`config.mk`:
```
export PLATFORM = sky130hd
export DESIGN_NAME = instr_loader
export DESIGN_NICKNAME = d
export VERILOG_FILES = /design/src/rtl/instr_loader.sv
export SDC_FILE = /design/constraint.sdc
export NUM_CORES = 1
export LEC_CHECK = 0
export ABC_AREA = 1
export BUFFER_PORTS_ARGS = -buffer_cell sky130_fd_sc_hd__buf_2
export CAP_MARGIN = 20
export CORE_MARGIN = 2
export CORE_UTILIZATION = 34
export CTS_CLUSTER_DIAMETER = 80
export DETAILED_ROUTE_END_ITERATION = 10
export HOLD_SLACK_MARGIN = 0.06
export PLACE_DENSITY = 0.52
export REMOVE_ABC_BUFFERS = 1
export SLEW_MARGIN = 30
export SYNTH_ARGS = -nofsm -noshare
export SYNTH_HDL_FRONTEND = slang
export SYNTH_SLANG_ARGS = --single-unit
```
`constraint.sdc`:
```
create_clock -name clk_i -period 2.6 [get_ports clk_i]
set_input_delay 0.39 -clock clk_i [delete_from_list [all_inputs] [get_ports clk_i]]
set_output_delay 0.39 -clock clk_i [all_outputs]
set_load 0.02 [all_outputs]
```
`src/rtl/instr_loader.sv`:
```
// Byte-stream program loader: takes a little-endian word count followed by that many
// little-endian 32-bit words and writes them to consecutive instruction-memory addresses.
module instr_loader #(
  parameter int unsigned DEPTH_WORDS = 1024,
  parameter logic [31:0] BASE_ADDR   = 32'h0000_0000
) (
  input  logic        clk_i,
  input  logic        rst_i,
  input  logic [7:0]  data_i,
  input  logic        valid_i,
  output logic        ready_o,
  input  logic        start_i,
  output logic        we_o,
  output logic [31:0] waddr_o,
  output logic [31:0] wdata_o,
  output logic        busy_o,
  output logic        done_o,
  output logic        error_o
);

  typedef enum logic [1:0] {HDR, DATA, DONE, ERR} state_t;

  localparam logic [31:0] DEPTH32 = 32'(DEPTH_WORDS);

  state_t      state;
  logic [1:0]  bcnt;
  logic [23:0] shreg;
  logic [31:0] n;
  logic [31:0] wcnt;
  logic [31:0] addr;

  logic        acc;
  logic [31:0] word_full;
  logic [31:0] wcnt_nxt;

  assign acc       = valid_i && ready_o;
  // Earlier bytes sit in shreg with the oldest at the bottom, so the 4th byte completes the word.
  assign word_full = {data_i, shreg};
  assign wcnt_nxt  = wcnt + 32'd1;

  always_ff @(posedge clk_i) begin
    if (rst_i) begin
      state   <= HDR;
      bcnt    <= '0;
      shreg   <= '0;
      n       <= '0;
      wcnt    <= '0;
      addr    <= BASE_ADDR;
      we_o    <= 1'b0;
      waddr_o <= BASE_ADDR;
      wdata_o <= '0;
      ready_o <= 1'b1;
      busy_o  <= 1'b1;
      done_o  <= 1'b0;
      error_o <= 1'b0;
    end else begin
      we_o <= 1'b0;
      case (state)
        HDR: begin
          if (acc) begin
            bcnt  <= bcnt + 2'd1;
            shreg <= {data_i, shreg[23:8]};
            if (bcnt == 2'd3) begin
              n <= word_full;
              if (word_full == '0) begin
                state   <= DONE;
                ready_o <= 1'b0;
                busy_o  <= 1'b0;
                done_o  <= 1'b1;
              end else if (word_full > DEPTH32) begin
                state   <= ERR;
                ready_o <= 1'b0;
                error_o <= 1'b1;
              end else begin
                state <= DATA;
              end
            end
          end
        end
        DATA: begin
          if (acc) begin
            bcnt  <= bcnt + 2'd1;
            shreg <= {data_i, shreg[23:8]};
            if (bcnt == 2'd3) begin
              we_o    <= 1'b1;
              wdata_o <= word_full;
              waddr_o <= addr;
              addr    <= addr + 32'd4;
              wcnt    <= wcnt_nxt;
              if (wcnt_nxt == n) begin
                state   <= DONE;
                ready_o <= 1'b0;
                busy_o  <= 1'b0;
                done_o  <= 1'b1;
              end
            end
          end
        end
        DONE, ERR: begin
          if (start_i) begin
            state   <= HDR;
            bcnt    <= '0;
            n       <= '0;
            wcnt    <= '0;
            addr    <= BASE_ADDR;
            ready_o <= 1'b1;
            busy_o  <= 1'b1;
            done_o  <= 1'b0;
            error_o <= 1'b0;
          end
        end
        default: state <= HDR;
      endcase
    end
  end

endmodule

```
==> impl_metrics.toml <==
[run_status]
status = "finished, final reports clean"

[setup_path]
path_depth = 18
crit_buf_inv = 0
worstPathCellList = "ha_2, nand2_2, nor2_4, nand2_4, nor2_4, nand2_1, nand2_1, nand2_1, nand2_1, nand2_1, nor2_1, nand2_1, nor2_2, nand3_2, nand2_2, nand3_1, nand2_1, nand2_1"
r2r_start = "wcnt[0]"
ff2ff_path_depth = 18
startpoint_type = "register"
critPathArrivalTime_ns = 2.67
crit_start = "wcnt[0]"
r2r-end = "ready_o"
crit_type = "register to register"
r2r_slack_ns = 0.25
worstSetupEndpoint = "ready_o"
crit_path_end_kind = "register"
cp_data_required_time_ns = 2.91
cp_slowest_cell = "dfxtp_4"
cp_common_cell = "nand2_1"
cp_max_fo = 8
critPathTopFamily = "simple AND/OR/NAND/NOR gates"
critPathMaxStageDelay_ns = 0.38

[grt]
grt_pass1_vias = 7882
grt_pass1_wl_mm = 42.60
antenna_found_initial = 0
grt-ovfl-total = 0
grt_usage_pct = 19.10
grt_start_max_net_pins = 91

[die]
core_area_um2 = 25980
core.rowCount = 59
ios = 81
dieWidth_um = 166.4
chipHeight_um = 166.4
start_util_pct = 34.50
die-area_um2 = 27680

[pwr]
leakage_nw = 4.016
p_per_area_nw_per_um2 = 604.1
vdd_drop_max_mv = 0.3593

[clock_network]
clock_sinks = 189
root_buffer = "clkbuf_16"
htreeDepth = 4
clock_latency_ns = 0.44
cts_buffers = 17
cts_tree = "done"
cts.hold.buffers_added = 0
cts_max_path_buffers = 2
path_clk_slew_ns = 0.08

[sta]
slew_viol_final = 0
setup_violations = 0
worstMarginPinSlew_ns = 0.8881
skew_ns = 0.01825
fmax_ghz = 0.4252
hold_viol_final = 0
max_slew_margin_pct = 40.79
min_period_ns = 2.352
timing.hold.ws_ns = 0.2602
finalCritPeriodShare_pct = 90.46

[final_layout]
final_common_cell = "nand2_1"
final_cell_mix = "nand2_1, dfxtp_1, a21oi_1"
diodes = 0
drive_gt1_share_pct = 14.01
fin_nets = 1365
stdcell_count = 1698
area_delta_synth_final_pct = 16.87

[route]
drc = 0
drt_wl_total_mm = 26.39
first_iter_violations = 588
drt_pass1_iterations = 6
dr_total_vias = 8431
wl_per_cell_um = 15.54
ant_nets = 0
vias_per_cell = 4.965

[place]
dp_hpwl_mm = 18.95
dp.cells = 1664
routabilityCongestion = 0.9021
io_buffer_count = 78

[min_path]
holdPathStages = 3
hold_path.class = "primary input to register"

[logic_synthesis]
yosysSeqAreaShare_pct = 42.21
synth_top_area_cell = "dfxtp_1"
yosysTopAreaCellShare_pct = 42.21
yosysWarnings = 0
synth_area_um2 = 8965
synth_area_leaders = "dfxtp_1, nand2_1, a21oi_1, o21ai_0, nor2_1"
ys_seq_elements = 189
syn_avg_cell_area_um2 = 6.944
ys_types = 39
synth_cells = 1291

[job]
cap_violations = 0
[cell type report]
class	count	area, um2
Tap cell	335	419.2
Clock buffer	17	425.4
Fill cell	2798	15510
Timing Repair Buffer	100	593.1
Inverter	116	440.4
Multi-Input combinational cell	926	4579
Clock inverter	15	225.2
Sequential cell	189	3795
[synthesized netlist by cell type, drive strengths merged]
master / number
dfxtp: 189
buf: 10
nor2: 131
xor3: 2
xnor2: 5
and2: 2
conb: 1
nor3b: 2
ha: 3
nand4: 15
nand3: 91
o21ai: 101
a21oi: 162
a221oi: 2
inv: 113
o21bai: 4
xor2: 9
a211oi: 19
clkbuf: 51
nand2: 316
nor3: 30
nor4: 13
clkinv: 3
nand3b: 17
[what timing repair did]
| item | CTS | global route |
|---|---|---|
| cloned | 0 | 0 |
| pin swaps | 0 | 5 |
| buffers inserted | 0 | 2 |
| endpoints found under the setup margin | 1 | 5 |
| gates resized for setup | 1 | 29 |
[tightest hold or removal path: cells and delay by family]
| kind | cells | cell delay [ns] |
|---|---|---|
| buffers and inverters | 1 | 0.13 |
| AND/OR/NAND/NOR | 2 | 0.14 |
[state kept, by name (all words and copies together), names as in the netlist, 2 cells and up]
name / flops
bcnt: 2
wcnt: 32
shreg: 24
state: 2
wdata_o: 32
waddr_o: 30
n: 32
addr: 30
[kinds of logic after synthesis]
group / count (synthesis) / synth area share (%)
other: 1 / 0.04183
XOR/XNOR: 16 / 1.898
buffers and inverters: 177 / 7.676
flip-flops: 189 / 42.21
adder cells (fa/ha/maj): 3 / 0.4187
AO/OA/AOI/OAI: 288 / 16.80
AND/OR/NAND/NOR: 617 / 30.96
[where the power goes]
group	total (mW)	internal, mW	switching (mW)
clock	2.85	1.44	1.41
sequential	3.04	2.97	0.0652
combinational	0.438	0.125	0.313
total	6.33	4.54	1.79
[per-stage QoR]
step	worst slack, ns	total power, mW	area, um2	utilization (%)	TNS (ns)
after detailed placement	-0.003106	3.548	9726	37.43	-0.003106
after global placement	0.06820	3.547	9726	37.43	0
after global routing	-0.007312	6.566	10480	40.32	-0.01265
final	0.2481	6.329	10480	40.32	0
after CTS	0.07176	6.396	10380	39.94	0
after floorplan	-4.652	3.347	8721	-	-326.29
[layer usage]
| layer | part of all wire, % | up-vias | GRT usage, % | routed length [um] |
|---|---|---|---|---|
| met4 | 1.7 | 0 | 5.397 | 454 |
| met1 | 49 | 3849 | 26.68 | 12830 |
| li1 | - | 4393 | - | - |
| met3 | 3.8 | 21 | 2.645 | 1010 |
| met5 | 0 | - | 0 | 0 |
| met2 | 46 | 168 | 30.85 | 12100 |
[worst min path at each step]
stage / from / end / slack [ns]
2_1_floorplan: bcnt[0] / bcnt[0] / 0.43
5_1_grt: data_i[6] / n[30] / 0.27
3_3_place_gp: busy_o / busy_o / 0.45
3_5_place_dp: done_o / done_o / 0.45
4_1_cts: data_i[7] / wdata_o[31] / 0.25
6_report: data_i[7] / wdata_o[31] / 0.26
No activity file was read; power rests on OpenSTA's default activity.
